==> config.mk <==
export PLATFORM = sky130hd
export DESIGN_NAME = carry_norm_16_flat
export DESIGN_NICKNAME = d
export VERILOG_FILES = /design/src/rtl/carry_norm_16_if.sv /design/src/rtl/carry_norm_16.sv /design/src/flat_wrapper.sv
export SDC_FILE = /design/constraint.sdc
export NUM_CORES = 1
export LEC_CHECK = 0
export CORE_MARGIN = 2
export CORE_UTILIZATION = 49
export DETAILED_ROUTE_END_ITERATION = 8
export PLACE_DENSITY_LB_ADDON = 0.3
export REMOVE_ABC_BUFFERS = 1
export SKIP_CTS_REPAIR_TIMING = 1
export SYNTH_ARGS = -nofsm -noshare
export SYNTH_HDL_FRONTEND = slang
export SYNTH_SLANG_ARGS = --single-unit
==> constraint.sdc <==
create_clock -name clk -period 2.45 [get_ports clk]
set_input_delay 0.49 -clock clk [delete_from_list [all_inputs] [get_ports clk]]
set_output_delay 0.49 -clock clk [all_outputs]
set_load 0.005 [all_outputs]
==> src/rtl/carry_norm_16_if.sv <==
// carry_norm_16_if: column-sum input stream and normalized-word output stream of carry_norm_16
interface carry_norm_16_if #(
  parameter int W  = 16,
  parameter int SW = 48
);
  logic          in_valid;
  logic          in_ready;
  logic [SW-1:0] in_sum;
  logic          in_last;
  logic          out_valid;
  logic          out_ready;
  logic [W-1:0]  out_word;
  logic          out_last;
  modport master (output in_valid, in_sum, in_last, out_ready,
                  input  in_ready, out_valid, out_word, out_last);
  modport slave  (input  in_valid, in_sum, in_last, out_ready,
                  output in_ready, out_valid, out_word, out_last);
endinterface

==> src/rtl/carry_norm_16.sv <==
// carry_norm_16: carry-propagates redundant column sums into W-bit words plus flush words; optional CARRY_NORM_STATUS_EN adds word_cnt/ovf
module carry_norm_16 #(
  parameter int W           = 16,
  parameter int SW          = 48,
  parameter int FLUSH_WORDS = 3
) (
  input  logic clk,
  input  logic rst,
  carry_norm_16_if.slave s
`ifdef CARRY_NORM_STATUS_EN
  ,
  output logic [7:0] word_cnt,
  output logic       ovf
`endif
);
  localparam int CW = SW - W + 1;
  localparam int NW = $clog2(FLUSH_WORDS + 1);
  typedef enum logic {RUN, FLUSH} state_t;
  state_t        state_q, state_d;
  logic [NW-1:0] cnt_q, cnt_d;
  logic [CW-1:0] c_q, c_d, c_sh;
  logic [W-1:0]  word_q, word_d;
  logic          valid_q, valid_d, last_q, last_d;
  logic          out_free, accept, fl_load, fl_end;
  logic [SW:0]   t;
  always_comb begin
    out_free = !valid_q || s.out_ready;
    t        = {1'b0, s.in_sum} + (SW+1)'(c_q);
    c_sh     = c_q >> W;
    accept   = s.in_valid && s.in_ready;
    fl_load  = state_q == FLUSH && out_free;
    fl_end   = fl_load && cnt_q == '0;
    word_d   = accept ? t[W-1:0] : fl_load ? c_q[W-1:0] : word_q;
    valid_d  = accept || fl_load || (valid_q && !s.out_ready);
    last_d   = accept ? 1'b0 : fl_load ? fl_end : last_q;
    c_d      = accept ? CW'(t >> W) : fl_end ? '0 : fl_load ? c_sh : c_q;
    state_d  = (accept && s.in_last) ? FLUSH : fl_end ? RUN : state_q;
    cnt_d    = (accept && s.in_last) ? NW'(FLUSH_WORDS - 1) :
               (fl_load && !fl_end) ? cnt_q - 1'b1 : cnt_q;
  end
  always_ff @(posedge clk) begin
    if (rst) begin
      state_q <= RUN;
      cnt_q   <= '0;
      c_q     <= '0;
      word_q  <= '0;
      valid_q <= 1'b0;
      last_q  <= 1'b0;
    end else begin
      state_q <= state_d;
      cnt_q   <= cnt_d;
      c_q     <= c_d;
      word_q  <= word_d;
      valid_q <= valid_d;
      last_q  <= last_d;
    end
  end
  assign s.in_ready  = state_q == RUN && out_free && !rst;
  assign s.out_valid = valid_q;
  assign s.out_word  = word_q;
  assign s.out_last  = last_q;
`ifdef CARRY_NORM_STATUS_EN
  logic [7:0] word_cnt_q, word_cnt_d;
  logic       ovf_q, ovf_d;
  always_comb begin
    word_cnt_d = (valid_q && s.out_ready) ? (last_q ? 8'd0 : word_cnt_q + 8'd1) : word_cnt_q;
    // carry left over after the final flush word would be lost
    ovf_d      = ovf_q || (fl_end && c_sh != '0);
  end
  always_ff @(posedge clk) begin
    if (rst) begin
      word_cnt_q <= '0;
      ovf_q      <= 1'b0;
    end else begin
      word_cnt_q <= word_cnt_d;
      ovf_q      <= ovf_d;
    end
  end
  assign word_cnt = word_cnt_q;
  assign ovf      = ovf_q;
`endif
endmodule

==> src/flat_wrapper.sv <==
// flat-port wrapper written by rule: the top's interface ports become plain ports
module carry_norm_16_flat 
#(
  parameter int W           = 16,
  parameter int SW          = 48,
  parameter int FLUSH_WORDS = 3
)
  (clk, rst, s_in_valid, s_in_sum, s_in_last, s_out_ready, s_in_ready, s_out_valid, s_out_word, s_out_last);
  carry_norm_16_if #(.W(W), .SW(SW)) s_i ();
  input  logic clk;
  input  logic rst;
  input wire logic [$bits(s_i.in_valid)-1:0] s_in_valid;
  input wire logic [$bits(s_i.in_sum)-1:0] s_in_sum;
  input wire logic [$bits(s_i.in_last)-1:0] s_in_last;
  input wire logic [$bits(s_i.out_ready)-1:0] s_out_ready;
  output wire logic [$bits(s_i.in_ready)-1:0] s_in_ready;
  output wire logic [$bits(s_i.out_valid)-1:0] s_out_valid;
  output wire logic [$bits(s_i.out_word)-1:0] s_out_word;
  output wire logic [$bits(s_i.out_last)-1:0] s_out_last;
  assign s_i.in_valid = s_in_valid;
  assign s_i.in_sum = s_in_sum;
  assign s_i.in_last = s_in_last;
  assign s_i.out_ready = s_out_ready;
  assign s_in_ready = s_i.in_ready;
  assign s_out_valid = s_i.out_valid;
  assign s_out_word = s_i.out_word;
  assign s_out_last = s_i.out_last;
  carry_norm_16 #(.W(W), .SW(SW), .FLUSH_WORDS(FLUSH_WORDS)) u_core (.clk(clk), .rst(rst), .s(s_i));
endmodule
==> reports/qor.csv, run 1 <==
stage,metric,value,unit
min_path,HP Class,reg -> reg,
outcome,status,"complete, but fails checks",
flow_run,max cap viols,0,
timing,final number of hold-violating endpoints,0,
timing,Final period util,1.019,
timing,hold_ws,490.2,ps
pwr,VDD IR max,278.7,uV
global_route,first-pass GRT wire length,21690,um
synth,"Top FF cell, synth",dfxtp_1,
synth,ys async rst share,0,
synth,sequential fraction of the synthesis area,0.2591,
worst_setup_path,crit-path max FO,3,
synth,post-synth top area share,0.2591,
worst_setup_path,"Largest stage delay, worst path",380,ps
global_route,initial antenna violation count,0,
route,Final ANT Viol Nets,0,
final_layout,ANT cells,0,
floorplanning,area of the core,8217,um2
timing,Max transition margin,0.6838,
timing,setup-violating endpoint count in the final report,9,
placement,gpl congestion,0.9035,
timing,worst path setup slack after routing,-45.75,ps
synth,cell count after synthesis,550,
floorplanning,Initial Utilization,0.5078,
synth,leading post-synthesis cells by cell area,"dfxtp_1 (26%), ha_1 (10%), nand2_1 (7.6%)",
timing,clock skew,9.446,ps
worst_setup_path,CP max-delay cell,fa_2,
placement,post-DP HPWL,10780,um
worst_setup_path,Critical Path RT,2650,ps
global_route,vias in the first global route,4731,
final_layout,fin area,6711,um2
floorplanning,row count,33,
clock_network,CTS tree,yes,
placement,PortBufs,71,
synth,syn_area_per_cell,7.587,um2
synth,synth warn,0,
timing,setup TNS,-215.7,ps
timing,Pins Over Slew Limit,0,
clock_network,CTS Buf Count,5,
global_route,largest net degree at the start of global routing,50,
final_layout,share of post-route cells with drive strength above 1,0.3106,
route,Initial DRT Pass Iterations,5,
worst_setup_path,top cell family by delay on the critical path,compound AO/OA/AOI/OAI gates,
pwr,LEAKAGE,0.002945,uW
worst_setup_path,CP Data Arrival Time,2700,ps
worst_setup_path,Setup Crit Path Kind,reg -> reg,
route,Iteration-0 DRC Markers,384,
clock_network,Worst-Skew Late Latency,320,ps
worst_setup_path,Startpoint Class,flip-flop,
placement,placed cell areas,5839,um2
final_layout,Syn-to-layout area delta,60.84,%
clock_network,Clock Path Buffers,2,
clock_network,H-tree lvl count,2,
route,wire per inst,18.91,um
final_layout,Fill cells,529,
outcome,violated checks,negative setup slack,
timing,Fmax,0.4007,GHz
synth,cell taking the most area after synthesis,dfxtp_1,
global_route,Total GRT Usage,0.3009,
final_layout,fin nets,821,
floorplanning,Die Span X,96.28,um
floorplanning,die footprint,9270,um2
clock_network,Worst-path clk slew,110,ps
floorplanning,# IOs,72,
route,drt total wl,15870,um
synth,cell area after synthesis,4173,um2
timing,Least-Margin Pin Slew,474.2,ps
timing,unrepaired setup endpoints after global routing,yes,
clock_network,root cell of the clock tree,clkbuf_8,
worst_setup_path,CP bufs+invs,2,
timing,Tmin final,2496,ps
synth,Yosys reg bits,54,
worst_setup_path,crit-path cells,ha_4 > inv_2 > fa_2 > nand2b_4 > a21oi_4 > o21a_1 > or2_1 > a41oi_2 > buf_4 > xnor2_2 > a222oi_1 > nor2_1,
route,via count,5074,
route,Remaining DRCs,0,
pwr,P per Cell Area,441.0,nW/um2
worst_setup_path,critical path endpoint category,flip-flop,
placement,pre-CTS WS,-781.4,ps
synth,count of different cell masters after synthesis,56,
global_route,gr ovfl total,0,
route,Vias per Instance,6.048,
synth,Post-synth EDFFs,0,
placement,placed cell count,822,
clock_network,clock sink count,54,
floorplanning,die boundary height,96.28,um
final_layout,Final Non-Filler Cells,839,
[worst paths after layout]
check                               end                   from  slack (ps)  depth (start not counted)
setup / recovery          u_core.c_q[0]          u_core.c_q[0]         -50                         12
hold / removal    u_core.s.out_word[11]  u_core.s.out_word[11]         490                          2
setup reg to reg          u_core.c_q[0]          u_core.c_q[0]         -50                         12
hold reg to reg   u_core.s.out_word[11]  u_core.s.out_word[11]         490                          2
[per-stage QoR]
step / utilization / total power, uW
CTS: 0.7222 / 2696
global placement: 0.7107 / 2133
floorplan: - / 1574
detailed placement: 0.7107 / 2164
global route: 0.8168 / 3085
finish: 0.8168 / 2960
[power by group]
group | switching, uW | internal (uW) | leakage (uW) | total [uW]
Sequential | 71.5 | 950 | 0.000447 | 1020
Combinational | 654 | 732 | 0.00245 | 1390
Clock | 324 | 229 | 0.0000472 | 553
[registers in the layout, summed over array words and instances (netlist names)]
register            count
u_core.cnt_q            2
u_core.c_q             33
u_core.s.out_valid      1
u_core.state_q          1
u_core.s.out_last       1
u_core.s.out_word      16
[logic make-up (layout without fill, tap and decap cells)]
| group | count (synthesis) | after routing | synth area share |
|---|---|---|---|
| buffers and inverters | 41 | 225 | 0.03928 |
| adders and majority gates | 35 | 35 | 0.1067 |
| DFF | 54 | 54 | 0.2591 |
| muxes | 3 | 3 | 0.007496 |
| xor gates and xnor gates | 40 | 40 | 0.08396 |
| AOI/OAI and AO/OA | 175 | 175 | 0.2789 |
| and+or+nand+nor | 202 | 202 | 0.2246 |
[worst min-delay path, stage by stage (launching register included)]
cell	delay, ps
dfxtp_1	330
nand2_1	50
a311oi_1	70
[cell usage in the layout (no fill, tap or decap), types with 6 or more instances in the layout]
cell type	instances
a311oi_1	13
o21ai_0	13
clkbuf_8	6
ha_4	28
nand4_1	7
nand2_1	81
o21ai_1	24
inv_1	13
dfxtp_2	6
a21oi_1	39
o21a_1	7
a222oi_1	7
dfxtp_1	47
xor2_1	15
nor2_1	37
xnor2_1	21
nand3_1	12
a21o_1	11
nand2b_1	8
and3_1	13
dlymetal6s2s_1	28
buf_4	123
clkdlybuf4s50_1	42
nor3_1	8
a31oi_1	6
buf_6	8
a211oi_1	9
[final cells by class]
| class | instances | area (um2) | area share |
|---|---|---|---|
| sequential | 54 | 1092 | 0.1628 |
| tap | 105 | 131.4 | 0.01957 |
| multi-input combinational | 455 | 3531 | 0.5261 |
| timing repair buffer | 203 | 1809 | 0.2696 |
| clock inverter | 2 | 12.51 | 0.001864 |
| inverter | 14 | 52.55 | 0.007830 |
| clock buffer | 6 | 82.58 | 0.01230 |
[metal layers]
metal	global-route usage	wire (um)	up-vias
li1	-	-	2359
met1	0.3594	6217	2399
met2	0.5544	8014	255
met3	0.03837	1023	61
met4	0.09286	611	0
met5	0	0	-
[cells in the mapped netlist, drive strengths merged, types with 2 or more instances]
master	number
and2	6
nor3	9
mux2i	2
nand3	14
nand4	7
inv	14
dfxtp	54
a222oi	7
a22oi	4
nand2	84
a311oi	13
xnor2	23
a21boi	3
xor2	17
nand3b	2
o21ai	43
nor4	2
nor2	42
o211ai	5
ha	34
a211oi	12
a21o	11
nor2b	7
buf	11
and3	14
o21bai	3
a21oi	48
or2	2
a211o	2
clkbuf	16
nand2b	10
a31oi	7
o21a	8
No activity file was read; power rests on OpenSTA's default activity.
==> inputs of run 2 (changes only) <==
--- a/config.mk
+++ b/config.mk
@@ -11,6 +11,7 @@
 export PLACE_DENSITY_LB_ADDON = 0.3
 export REMOVE_ABC_BUFFERS = 1
 export SKIP_CTS_REPAIR_TIMING = 1
+export SKIP_LAST_GASP = 1
 export SYNTH_ARGS = -nofsm -noshare
 export SYNTH_HDL_FRONTEND = slang
 export SYNTH_SLANG_ARGS = --single-unit
==> reports/qor.csv, run 2 (synthesized netlist as in run 1, its figures left out) <==
stage,metric,value,unit,change
outcome,status,"complete, but fails checks",,
outcome,violated checks,negative setup slack,,
worst_setup_path,CP Data Arrival Time,2720,ps,+20 ps
worst_setup_path,critical path endpoint category,flip-flop,,
min_path,Cells on Worst Hold Path,2,,unchanged
worst_setup_path,Worst setup endpoint,u_core.c_q[18],,
global_route,Total GRT Usage,0.3009,,unchanged
final_layout,most frequent cells in the layout,"buf_4 (123), nand2_1 (81), dfxtp_1 (47), clkdlybuf4s50_1 (42), a21oi_1 (39)",,
floorplanning,Die Span X,96.28,um,unchanged
timing,final number of hold-violating endpoints,0,,unchanged
clock_network,clock sink count,54,,unchanged
final_layout,largest reg by FF count,u_core.c_q,,
global_route,first-pass GRT wire length,21690,um,unchanged
worst_setup_path,number of cells on the worst reg-to-reg path,13,,+1
pwr,Int Pwr,1910,uW,about the same
global_route,gr ovfl total,0,,unchanged
final_layout,"commonest non-fill, non-tap cell in the layout",buf_4,,
clock_network,H-tree lvl count,2,,unchanged
route,wire per inst,18.89,um,-0.11%
pwr,LEAKAGE,0.002945,uW,about the same
worst_setup_path,Critical R2R Capture,u_core.c_q[18],,
worst_setup_path,crit-path max FO,8,,+5
timing,Final period util,1.023,,+0.004614
clock_network,CTS tree,yes,,
final_layout,max FFs per register,33,,unchanged
route,Final ANT Viol Nets,0,,unchanged
timing,setup-violating endpoint count in the final report,10,,+1
global_route,initial antenna violation count,0,,unchanged
pwr,sequential power share,0.344,,about the same
pwr,clock share of power,0.188,,about the same
pwr,VDD IR max,278.9,uV,about the same
global_route,largest net degree at the start of global routing,50,,unchanged
route,via count,5138,,+1.3%
clock_network,CTS Buf Count,5,,unchanged
final_layout,ANT cells,0,,unchanged
timing,Max transition margin,0.6814,,-0.002486
timing,clock skew,13.10,ps,+3.657 ps
final_layout,Final Util,0.8165,,about the same
floorplanning,row count,33,,unchanged
clock_network,Clock Path Buffers,2,,unchanged
worst_setup_path,FF-to-FF setup slack,-60,ps,about the same
pwr,P per Cell Area,442.0,nW/um2,+0.21%
flow_run,max cap viols,0,,unchanged
clock_network,Worst-path clk slew,110,ps,about the same
pwr,Switching Fraction,0.3560,,+0.001235
timing,Pins Over Slew Limit,0,,unchanged
final_layout,Final Non-Filler Cells,839,,unchanged
route,Iteration-0 DRC Markers,349,,-9.1%
floorplanning,die boundary height,96.28,um,unchanged
timing,Fmax,0.3989,GHz,-0.45%
min_path,HP Class,reg -> reg,,
placement,pre-CTS WS,-781.4,ps,unchanged
floorplanning,# IOs,72,,unchanged
worst_setup_path,Setup Crit Path Kind,reg -> reg,,
placement,placed cell count,822,,unchanged
placement,PortBufs,71,,unchanged
final_layout,Syn-to-layout area delta,60.78,%,about the same
timing,Least-Margin Pin Slew,478.0,ps,+3.729 ps
route,Remaining DRCs,0,,unchanged
worst_setup_path,Critical Path RT,2670,ps,+20 ps
route,drt total wl,15850,um,-0.11%
timing,hold_ws,490.3,ps,+0.1060 ps
final_layout,fin nets,821,,unchanged
pwr,Logic pwr share,0.467,,about the same
pwr,reported net switching power,1056,uW,+0.53%
clock_network,Worst-Skew Late Latency,320,ps,about the same
timing,setup TNS,-302.6,ps,-86.96 ps
final_layout,share of post-route cells with drive strength above 1,0.3093,,-0.001362
timing,Tmin final,2507,ps,+11.30 ps
route,Initial DRT Pass Iterations,5,,unchanged
floorplanning,Initial Utilization,0.5078,,unchanged
worst_setup_path,crit path from,u_core.c_q[0],,
global_route,vias in the first global route,4731,,unchanged
worst_setup_path,RR Startpoint,u_core.c_q[0],,
route,Vias per Instance,6.124,,+1.3%
floorplanning,die footprint,9270,um2,unchanged
clock_network,root cell of the clock tree,clkbuf_8,,
timing,unrepaired setup endpoints after global routing,yes,,
worst_setup_path,Startpoint Class,flip-flop,,
placement,gpl congestion,0.9035,,unchanged
placement,post-DP HPWL,10780,um,unchanged
floorplanning,area of the core,8217,um2,unchanged
timing,worst path setup slack after routing,-57.06,ps,-11.30 ps
-- run 2: metrics by stage --
step | total power, uW | cell area [um2]
after global placement | 2133 | 5839
after floorplan | 1574 | 4061
after global routing | 3085 | 6709
after CTS | 2696 | 5934
final | 2965 | 6709
after detailed placement | 2164 | 5839
-- run 2: critical path, cell delays in order (launching register included) --
cell,delay [ps]
dfxtp_2,370
ha_4,140
inv_2,40
fa_2,380
nand2b_4,160
a21oi_4,170
buf_4,120
o211ai_1,140
nand2_1,130
o21ai_2,70
o21a_4,270
nor2b_1,170
xnor2_1,150
o21ai_1,70
-- run 2: worst min path at each step --
stage | to | start | slack (ps)
2_1_floorplan | u_core.c_q[22] | u_core.c_q[22] | 440
3_3_place_gp | u_core.c_q[23] | u_core.c_q[23] | 450
3_5_place_dp | u_core.c_q[27] | u_core.c_q[27] | 470
4_1_cts | u_core.c_q[27] | u_core.c_q[27] | 480
5_1_grt | u_core.s.out_word[11] | u_core.s.out_word[11] | 510
6_report | u_core.s.out_word[11] | u_core.s.out_word[11] | 490
-- run 2: power by group through the flow --
stage	clock network (uW)	registers [uW]	logic [uW]
3_5_place_dp	0	1020	1150
3_3_place_gp	0	1010	1120
2_1_floorplan	0	1010	568
4_1_cts	546	995	1150
6_report	559	1020	1390
5_1_grt	576	1030	1480
-- run 2: per-layer routing --
| layer | share of wire | up-vias | track usage |
|---|---|---|---|
| met4 | 0.043 | 0 | 0.09286 |
| met2 | 0.50 | 260 | 0.5544 |
| li1 | - | 2361 | - |
| met3 | 0.064 | 71 | 0.03837 |
| met5 | 0 | - | 0 |
| met1 | 0.39 | 2446 | 0.3594 |
-- run 2: cell type report --
cell class | count | area (um2)
clock buffers | 6 | 82.58
fillers | 527 | 1508
inverters | 14 | 52.55
flip-flops and latches | 54 | 1092
multi-input cells | 455 | 3528
well taps | 105 | 131.4
clock inverters | 2 | 12.51
repair buffers | 203 | 1809
==> inputs of run 3 (changes only) <==
--- a/config.mk
+++ b/config.mk
@@ -7,6 +7,7 @@
 export LEC_CHECK = 0
 export CORE_MARGIN = 2
 export CORE_UTILIZATION = 49
+export CTS_CLUSTER_SIZE = 14
 export DETAILED_ROUTE_END_ITERATION = 8
 export PLACE_DENSITY_LB_ADDON = 0.3
 export REMOVE_ABC_BUFFERS = 1
==> results of run 3 <==
No change in the layout: final DEF, timing and power equal those of run 2.
